**src/rtl/qam16_hard_demapper.sv**
```systemverilog
// Hard-decision 16-QAM demapper: slices signed I/Q against +/-THRESH,
// emits a Gray-coded nibble per enabled symbol and flags frame ends.
module qam16_hard_demapper #(
  parameter int THRESH    = 64,
  parameter int FRAME_LEN = 100,
  parameter int CNT_W     = 16
) (
  input  logic              symbol_clock,
  input  logic              rst,
  input  logic              enable,
  input  logic signed [7:0] I_in,
  input  logic signed [7:0] Q_in,
  output logic [3:0]        data_out,
  output logic              available,
  output logic              complete
);

  localparam logic signed [8:0] POS_T = 9'(THRESH);
  localparam logic signed [8:0] NEG_T = -9'(THRESH);
  localparam logic [CNT_W-1:0]  LAST  = CNT_W'(FRAME_LEN - 1);

  logic [CNT_W-1:0] cnt;
  logic [1:0]       i_bits;
  logic [1:0]       q_bits;

  // Widened signed compares keep -128 well-behaved without any abs().
  function automatic logic [1:0] slice(input logic signed [7:0] x);
    logic signed [8:0] xs;
    logic [1:0]        r;
    xs = 9'(x);
    r  = 2'b00;
    unique case (1'b1)
      (xs >= POS_T):                r = 2'b10;
      (xs <  POS_T && xs >= 9'sd0): r = 2'b11;
      (xs <  9'sd0 && xs > NEG_T):  r = 2'b01;
      (xs <= NEG_T):                r = 2'b00;
      default:                      r = 2'b00;
    endcase
    return r;
  endfunction

  always_comb begin
    i_bits = slice(I_in);
    q_bits = slice(Q_in);
  end

  always_ff @(posedge symbol_clock) begin
    if (rst) begin
      data_out  <= '0;
      available <= 1'b0;
      complete  <= 1'b0;
      cnt       <= '0;
    end else if (enable) begin
      data_out  <= {i_bits, q_bits};
      available <= 1'b1;
      if (cnt == LAST) begin
        complete <= 1'b1;
        cnt      <= '0;
      end else begin
        complete <= 1'b0;
        cnt      <= cnt + 1'b1;
      end
    end else begin
      available <= 1'b0;
      complete  <= 1'b0;
    end
  end

endmodule

```
**config.mk**
```make
export PLATFORM = sky130hd
export DESIGN_NAME = qam16_hard_demapper
export DESIGN_NICKNAME = d
export VERILOG_FILES = /design/src/rtl/qam16_hard_demapper.sv
export SDC_FILE = /design/constraint.sdc
export NUM_CORES = 1
export LEC_CHECK = 0
export CAP_MARGIN = 5
export CORE_AREA = 2 2 48 50
export CTS_CLUSTER_SIZE = 10
export DETAILED_ROUTE_END_ITERATION = 8
export DIE_AREA = 0 0 50 52
export GPL_TIMING_DRIVEN = 0
export HOLD_SLACK_MARGIN = 0.05
export PLACE_DENSITY = 0.78
export SETUP_SLACK_MARGIN = 0.3
export SLEW_MARGIN = 15
export SYNTH_ARGS = -nofsm -noshare
export SYNTH_HDL_FRONTEND = slang
export SYNTH_SLANG_ARGS = --single-unit
```
**constraint.sdc**
```tcl
create_clock -name symbol_clock -period 4.1 [get_ports symbol_clock]
set_input_delay 0.82 -clock symbol_clock [delete_from_list [all_inputs] [get_ports symbol_clock]]
set_output_delay 0.82 -clock symbol_clock [all_outputs]
set_load 0.01 [all_outputs]
```
==> impl_metrics.csv, run 1 <==
group,metric,value,unit
floorplanning,num_rows,17,
worst_setup_path,worstSetupPathType,"reg2out",
clock_tree,clock_latency,0.31,ns
worst_setup_path,regToRegStartpoint,"cnt[8]",
cells_and_area,syn2layout_area_growth,30.66,%
clock_tree,numCtsBuffers,3,
logic_synthesis,synthFlopType,"dfxtp_1",
worst_setup_path,crit_slowest_cell,"clkdlybuf4s50_1",
hold_path,hp-class,"reg2reg",
clock_tree,post_cts_buffers,0,
logic_synthesis,synth_area_leaders,"dfxtp_1 45%, xnor2_1 11%, nor2_1 9.9%",
global_routing,grt_overflow,0,
floorplanning,core_area,2106,um^2
clock_tree,cts.clk_slew.worst_paths,0.12,ns
clock_tree,cts_root_buffer,"clkbuf_4",
cells_and_area,drive_above_1_share,6.338,%
route,firstDrtPassIters,4,
route,vias_per_cell,5.518,
logic_synthesis,post-synth-top-area-cell,"dfxtp_1",
floorplanning,start_util,46.70,%
place,dp_hpwl,1647,um
floorplanning,ios,25,
worst_setup_path,ff2ff_path_depth,6,
worst_setup_path,cp.depth,1,
timing,setup_viol,0,
logic_synthesis,synth_top_area_share,44.78,%
timing,fin_crit,2.036,ns
logic_synthesis,syn_area_per_cell,8.552,um^2
logic_synthesis,synth_top_cells_by_count,"26 x nor2_1, 22 x dfxtp_1, 12 x xnor2_1",
route,vias,938,
clock_tree,clock-sinks,22,
timing,drv_slew,0,
clock_tree,ctsResizeCount,0,
timing,fin_skew,0.004105,ns
route,drt_iter0_drc,10,
cells_and_area,finalNetCount,163,
timing,min_period_over_period,49.65,%
global_routing,grt_pass1_vias,907,
floorplanning,die_area,2600,um^2
worst_setup_path,critPathBufInv,1,
cells_and_area,multiInputGateArea,509.2,um^2
worst_setup_path,crit_fanout,2,
logic_synthesis,yosys_warnings,0,
place,portBuffers,23,
run_status,status,"finished, final reports clean",
logic_synthesis,synth-seq-cells,22,
route,totalWireLength,2102,um
job,max_cap_violations,0,
timing,tightest_slew,0.4396,ns
global_routing,track_usage,18.62,%
timing,slew_headroom,70.42,%
clock_tree,cts_tree,"yes",
global_routing,grt_pass1_wl,3629,um
power,vdd_drop_max,0.2156,mV
logic_synthesis,synth_cell_type_count,23,
cells_and_area,fill_cells,186,
logic_synthesis,synth_area,983.4,um^2
cells_and_area,regArea,440.4,um^2
route,routedWlPerCell,12.36,um
logic_synthesis,async_flop_share,0,%
clock_tree,clk_path_buf_depth,2,
timing,tns,0,ns
logic_synthesis,yosysSeqAreaShare,44.78,%
route,ant_nets,0,
logic_synthesis,synth_edf_count,0,
clock_tree,hold_buffers,0,
hold_path,hold_depth,2,
floorplanning,die_w,50,um
floorplanning,die_y,52,um
cells_and_area,antenna_cells,0,
global_routing,grt_max_degree,13,
power,p_leak,0.4261,nW
worst_setup_path,r2r_end,"cnt[15]",
clock_tree,cts-htree-levels,1,
power,cellPowerDensity,301.6,nW/um^2
worst_setup_path,ff2ff_setup_slack,2.45,ns
place,place.gp.congestion,0.8375,
logic_synthesis,yosysMostFrequentCell,"nor2_1",
worst_setup_path,cp-start-kind,"flop",
worst_setup_path,end_kind,"primary output",
worst_setup_path,cp_cell_sequence,"clkdlybuf4s50_1",
timing,grt_setup_unrepaired,"no",
worst_setup_path,slowest_delay,0.55,ns
worst_setup_path,arrival,1.22,ns
timing,hold_viol_final,0,
timing,fmax,491.3,MHz
worst_setup_path,worstSetupStartpoint,"data_out[1]",
worst_setup_path,crit_end,"data_out[1]",
logic_synthesis,syn-num-nets,135,
logic_synthesis,synth_cells,115,
cells_and_area,final_area,1285,um^2
worst_setup_path,crit_required,3.28,ns
place,postPlaceCellArea,1249,um^2
global_routing,antenna_found_initial,0,
route,drc_errors,0,
worst_setup_path,crit_family,"buffers and inverters",
-- how the worst min path moves through the flow --
stage               slack (ns)   startpoint     endpoint
floorplan                 0.49      cnt[15]      cnt[15]
global placement          0.46  data_out[0]  data_out[0]
detailed placement        0.47  data_out[1]  data_out[1]
CTS                       0.49  data_out[1]  data_out[1]
global route              0.51  data_out[2]  data_out[2]
finish                    0.49  data_out[3]  data_out[3]
-- per-stage QoR --
stage | hold WS, ns | setup WS, ns | instances | utilization, % | power [W]
2_1_floorplan | 0.4861 | 2.315 | 115 | - | 0.0002448
3_3_place_gp | 0.4620 | 1.983 | 166 | 59.30 | 0.0002718
3_5_place_dp | 0.4714 | 1.953 | 166 | 59.30 | 0.0002733
4_1_cts | 0.4903 | 2.054 | 170 | 61.02 | 0.0003905
5_1_grt | 0.5075 | 2.002 | 170 | 61.02 | 0.0004048
6_report | 0.4914 | 2.064 | 170 | 61.02 | 0.0003876
-- area by class of cell --
type / instances / share of cell area (%)
repair buffers: 23 / 17.92
flip-flops and latches: 22 / 34.27
multi-input cells: 86 / 39.63
inverters: 1 / 0.2921
well taps: 28 / 2.726
plain buffers: 6 / 2.337
clock buffers: 4 / 2.824
-- placed cells by master, fill, tap and decap left out, drive strengths merged --
cell type / n
nor3: 5
ha: 1
nor2: 26
xor2: 3
a31oi: 2
clkdlybuf4s50: 23
nand4: 9
and4: 1
dfxtp: 22
nor2b: 1
xnor2: 12
a211oi: 2
buf: 2
nand3: 2
clkbuf: 8
mux2i: 1
nand2b: 1
nand2: 8
o21ai: 2
inv: 1
nor4: 10
-- kinds of logic (layout without fill, tap and decap cells) --
group	after synthesis	after routing	share of synthesized area (%)
AND/OR/NAND/NOR	63	63	32.32
buffers and inverters	7	34	3.434
adder cells (fa/ha/maj)	1	1	1.272
multiplexers	1	1	1.018
AO/OA/AOI/OAI	6	6	3.816
flip-flops	22	22	44.78
XOR/XNOR	15	15	13.36
-- sequential cells by signal, summed over array words and instances, names as in the netlist --
| name | count |
|---|---|
| cnt | 16 |
| available | 1 |
| complete | 1 |
| data_out | 4 |
-- routing by layer --
metal	global-route usage (%)	vias up	part of all wire [%]
li1	-	462	-
met1	18.93	434	41
met2	33.33	33	48
met3	4.885	9	7.3
met4	12.50	0	3.6
met5	0	-	0
-- power breakdown --
group          internal [W]  switching, W  leakage [nW]
Clock             0.0000542     0.0000655        0.0210
Sequential         0.000219    0.00000435         0.179
Combinational     0.0000272     0.0000171         0.226
No activity file was read; power rests on OpenSTA's default activity.
==> run 2: changes to the inputs <==
CORE_AREA = 2 2 52 54   (was 2 2 48 50)
DIE_AREA = 0 0 54 56   (was 0 0 50 52)
PLACE_DENSITY = 0.7   (was 0.78)
clock period = 1.85 ns   (was 4.1 ns; I/O delays follow)
==> impl_metrics.csv, run 2 (synthesis gave the netlist of run 1 again) <==
group,metric,value,unit
power,p_leak,0.4800,nW
route,routedWlPerCell,11.65,um
route,vias,871,
cells_and_area,layout.cells.non_filler,172,
timing,setup_viol,0,
power,power_frac_comb,11.4,%
global_routing,track_usage,15.41,%
floorplanning,die_y,56,um
power,p_sw_share,21.54,%
timing,tightest_slew,0.4521,ns
timing,drv_slew,0,
global_routing,grt_pass1_wl,3532,um
power,clkPwrFrac,29.9,%
clock_tree,cts.clk_slew.worst_paths,0.12,ns
clock_tree,cts_tree,"yes",
cells_and_area,syn2layout_area_growth,34.86,%
cells_and_area,reg_top3,"cnt x16, data_out x4",
global_routing,grt_overflow,0,
clock_tree,numCtsBuffers,3,
hold_path,hp-class,"reg2reg",
timing,fin_skew,0.005636,ns
timing,min_period_over_period,77.58,%
place,portBuffers,23,
worst_setup_path,crit_slowest_cell,"dfxtp_4",
clock_tree,clk_path_buf_depth,2,
cells_and_area,largest_reg_flops,16,
worst_setup_path,end_kind,"flop",
worst_setup_path,cp-start-kind,"flop",
route,vias_per_cell,5.064,
floorplanning,die_w,54,um
power,p_int,0.0006654,W
cells_and_area,mostFrequentLayoutCell,"nor2_1",
run_status,status,"finished, final reports clean",
floorplanning,num_rows,18,
worst_setup_path,crit_fanout,10,
clock_tree,hold_buffers,0,
route,drt_iter0_drc,8,
place,dp_hpwl,1537,um
route,totalWireLength,2003,um
route,drc_errors,0,
cells_and_area,largest_register,"cnt",
place,placed_cells,168,
route,ant_nets,0,
route,firstDrtPassIters,4,
cells_and_area,antenna_cells,0,
clock_tree,clock_latency,0.30,ns
timing,fin_crit,1.435,ns
power,cellPowerDensity,639.4,nW/um^2
floorplanning,ios,25,
global_routing,grt_pass1_vias,854,
worst_setup_path,cp_cell_sequence,"ha_4 > and4_1 > nand4_1 > nand2b_1 > clkbuf_4 > buf_6 > nor2_1",
timing,slew_headroom,69.86,%
power,p_switching,0.0001827,W
place,place.gp.congestion,0.7793,
timing,fmax,696.8,MHz
power,vdd_drop_max,0.3563,mV
cells_and_area,finalNetCount,163,
job,max_cap_violations,0,
floorplanning,die_area,3024,um^2
cells_and_area,drive_above_1_share,11.27,%
clock_tree,post_cts_buffers,0,
global_routing,antenna_found_initial,0,
timing,hold_viol_final,0,
worst_setup_path,arrival,1.64,ns
timing,timing.hold.ws,0.4811,ns
clock_tree,cts-htree-levels,1,
power,power_frac_seq,58.7,%
cells_and_area,final_cell_mix,"26 x nor2_1, 19 x dfxtp_1, 17 x clkdlybuf4s50_1",
global_routing,grt_max_degree,13,
floorplanning,start_util,40.43,%
timing,tns,0,ns
worst_setup_path,crit_required,2.05,ns
timing,grt_setup_unrepaired,"no",
worst_setup_path,worstSetupPathType,"reg2reg",
clock_tree,clock-sinks,22,
clock_tree,ctsResizeCount,9,
worst_setup_path,slowest_delay,0.40,ns
clock_tree,cts_root_buffer,"clkbuf_4",
floorplanning,core_area,2432,um^2
==> run 2: cell types whose count changed in the layout (fill, tap and decap cells not counted), sizes merged <==
cell | before | now
dlygate4sd2 | 0 | 4
clkdlybuf4s50 | 23 | 17
dlymetal6s2s | 0 | 2
==> run 2: layout make-up <==
type                    instances  area, um^2
flip-flops and latches         22       446.7
fillers                       214        1106
multi-input cells              86       534.3
repair buffers                 23       230.2
inverters                       1       3.754
clock buffers                   4       36.28
well taps                      30       37.54
plain buffers                   6       37.54
==> run 2: per-stage QoR <==
step / util [%] / power, W / area (um^2) / setup WS (ns)
global placement: 51.44 / 0.0006023 / 1251 / 0.1974
global route: 54.53 / 0.0008925 / 1326 / 0.3052
CTS: 53.14 / 0.0008563 / 1292 / 0.3068
floorplan: - / 0.0005425 / 983.4 / 0.4295
detailed placement: 51.44 / 0.0006041 / 1251 / 0.1806
finish: 54.53 / 0.0008480 / 1326 / 0.4149
==> run 2: power by group through the flow <==
| stage | combinational, W | sequential (W) | clock, W |
|---|---|---|---|
| after floorplan | 0.0000342 | 0.000508 | 0 |
| after global placement | 0.0000966 | 0.000506 | 0 |
| after detailed placement | 0.0000982 | 0.000506 | 0 |
| after CTS | 0.0000957 | 0.000496 | 0.000265 |
| after global routing | 0.000105 | 0.000500 | 0.000287 |
| final | 0.0000966 | 0.000497 | 0.000254 |
==> run 2: final timing paths <==
path / startpoint / end / slack, ns / depth (start not counted)
setup reg to reg: cnt[0] / cnt[14] / 0.41 / 7
hold / removal: data_out[0] / data_out[0] / 0.48 / 2
setup / recovery: cnt[0] / cnt[14] / 0.41 / 7
hold reg to reg: data_out[0] / data_out[0] / 0.48 / 2
==> run 2: layer usage <==
layer | GRT usage (%) | wire length (um) | up-vias
li1 | - | - | 459
met1 | 18.77 | 936 | 397
met2 | 24.39 | 979 | 13
met3 | 2.957 | 50 | 2
met4 | 8.929 | 37 | 0
met5 | 0 | 0 | -
==> run 2: critical path: cells and delay by family, from the launching register on <==
kind          cells  cell delay [ns]
simple gates      4             0.45
flops             1             0.40
buf+inv           2             0.33
fa+ha+maj         1             0.16
==> run 3: changes to the inputs <==
clock period = 1.3 ns   (was 1.85 ns; I/O delays follow)
==> impl_metrics.csv, run 3 (synthesis gave the netlist of run 1 again) <==
group,metric,value,unit
run_status,violations,"setup timing",
floorplanning,die_w,54,um
cells_and_area,final_cell_mix,"26 x nor2_1, 12 x xnor2_1, 12 x buf_4",
cells_and_area,mostFrequentLayoutCell,"nor2_1",
timing,slew_headroom,83.06,%
cells_and_area,utilization,65.07,%
worst_setup_path,crit_fanout,6,
route,ant_nets,0,
cells_and_area,syn2layout_area_growth,60.94,%
clock_tree,hold_buffers,0,
cells_and_area,finalNetCount,177,
timing,setup_viol,13,
clock_tree,numCtsBuffers,3,
worst_setup_path,cp-start-kind,"flop",
route,vias_per_cell,5.220,
route,drt_iter0_drc,10,
worst_setup_path,crit_slowest_cell,"dfxtp_2",
worst_setup_path,regToRegStartpoint,"cnt[7]",
worst_setup_path,cp_cell_sequence,"nor4_2 > nand4_1 > nand2b_1 > clkbuf_8 > buf_6 > nor2_1",
worst_setup_path,slowest_delay,0.38,ns
timing,drv_slew,0,
place,portBuffers,23,
timing,timing.hold.ws,0.3663,ns
place,place.gp.congestion,0.8070,
power,vdd_drop_max,0.5167,mV
cells_and_area,largest_register,"cnt",
clock_tree,clock-sinks,22,
cells_and_area,reg_top3,"cnt x16, data_out x4",
clock_tree,clk_path_buf_depth,2,
clock_tree,cts-htree-levels,1,
global_routing,antenna_found_initial,0,
clock_tree,cts_tree,"yes",
worst_setup_path,ff2ff_path_depth,6,
timing,fin_crit,1.346,ns
job,max_cap_violations,0,
worst_setup_path,crit_required,1.52,ns
worst_setup_path,r2r_end,"cnt[2]",
power,p_sw_share,23.69,%
timing,fmax,743.0,MHz
cells_and_area,antenna_cells,0,
route,firstDrtPassIters,4,
power,p_leak,0.6062,nW
clock_tree,cts.clk_slew.worst_paths,0.12,ns
floorplanning,core_area,2432,um^2
power,power_frac_seq,55.3,%
worst_setup_path,worstSetupPathType,"reg2reg",
global_routing,grt_pass1_wl,3877,um
worst_setup_path,ff2ff_setup_slack,-0.05,ns
worst_setup_path,worstSetupStartpoint,"cnt[7]",
timing,grt_setup_unrepaired,"yes",
timing,tightest_slew,0.2519,ns
cells_and_area,regArea,479.2,um^2
route,totalWireLength,2446,um
worst_setup_path,crit_end,"cnt[2]",
power,p_switching,0.0002981,W
cells_and_area,largest_reg_flops,16,
cells_and_area,fill_cells,190,
timing,hold_viol_final,0,
cells_and_area,drive_above_1_share,38.46,%
run_status,status,"complete, but fails checks",
clock_tree,clock_latency,0.31,ns
power,power_frac_comb,14.0,%
power,cellPowerDensity,795.0,nW/um^2
floorplanning,start_util,40.43,%
global_routing,track_usage,17.27,%
cells_and_area,multiInputGateArea,628.1,um^2
floorplanning,die_y,56,um
timing,min_period_over_period,103.5,%
global_routing,grt_max_degree,13,
floorplanning,ios,25,
worst_setup_path,arrival,1.57,ns
clock_tree,cts_root_buffer,"clkbuf_4",
worst_setup_path,end_kind,"flop",
timing,setup_ws,-0.04593,ns
route,routedWlPerCell,13.15,um
global_routing,grt_overflow,0,
power,clkPwrFrac,30.7,%
power,p_int,0.0009603,W
place,dp_hpwl,1527,um
hold_path,hp-class,"in2reg",
floorplanning,num_rows,18,
power,finalPower,0.001258,W
timing,tns,-0.4984,ns
route,drc_errors,0,
floorplanning,die_area,3024,um^2
timing,fin_skew,0.001280,ns
global_routing,grt_pass1_vias,919,
route,vias,971,
-- run 3: cell count changes in the layout (fill, tap and decap cells not counted), moves of 2 or more --
cell | previous run | this run
dfxtp_1 | 19 | 5
buf_4 | 0 | 12
dfxtp_2 | 2 | 10
nor4_1 | 8 | 0
clkdlybuf4s50_1 | 17 | 11
dfxtp_4 | 1 | 7
buf_6 | 1 | 6
nor4_2 | 2 | 7
buf_2 | 0 | 3
nor4_4 | 0 | 3
clkbuf_2 | 3 | 1
clkbuf_8 | 1 | 3
dlygate4sd2_1 | 4 | 2
dlymetal6s2s_1 | 2 | 4
-- run 3: how the worst min path moves through the flow --
stage,slack (ns),depth (start not counted),endpoint,from
after global placement,0.46,2,data_out[0],data_out[0]
after detailed placement,0.47,2,data_out[0],data_out[0]
after floorplan,0.33,1,available,rst
after CTS,0.39,4,cnt[3],enable
after global routing,0.39,5,data_out[2],I_in[2]
final,0.37,5,data_out[2],I_in[2]
-- run 3: timing repair --
| action | in CTS | in global routing |
|---|---|---|
| resized for setup | 57 | 14 |
| endpoints found under the setup margin | 25 | 25 |
| pin swaps | 12 | 10 |
| cloned | 1 | 1 |
| buffers inserted | 8 | 4 |
-- run 3: final cells by class --
class	count	area share (%)
buffer	6	4.032
clock buffer	4	2.292
inverter	1	0.2372
multi-input combinational	87	39.68
sequential	22	30.28
tap	30	2.372
timing repair buffer	36	21.11
-- run 3: metal layers --
metal | up-vias | GRT usage, % | wire length (um)
met5 | - | 0 | 0
met4 | 0 | 8.929 | 55
met3 | 5 | 2.957 | 120
met2 | 35 | 27.00 | 1186
met1 | 445 | 22.09 | 1083
li1 | 486 | - | -
-- run 3: metrics by stage --
step	worst slack (ns)	area (um^2)	cells
after floorplan	0.06538	1044	115
after global placement	-0.1728	1311	168
after detailed placement	-0.1887	1311	168
after CTS	-0.05035	1488	181
after global routing	-0.1645	1583	186
final	-0.04593	1583	186
-- run 3: power groups by stage --
stage	Clock [W]	Combinational [W]	Sequential, W
floorplan	0	0.0000557	0.000727
global placement	0	0.000146	0.000723
detailed placement	0	0.000148	0.000723
CTS	0.000396	0.000171	0.000702
global route	0.000423	0.000189	0.000698
finish	0.000387	0.000176	0.000696
-- run 3: worst max-delay path, delay by kind of cell (launching register included) --
family	cells	cell delay (ns)
DFF	1	0.38
buffers and inverters	2	0.28
and+or+nand+nor	4	0.59
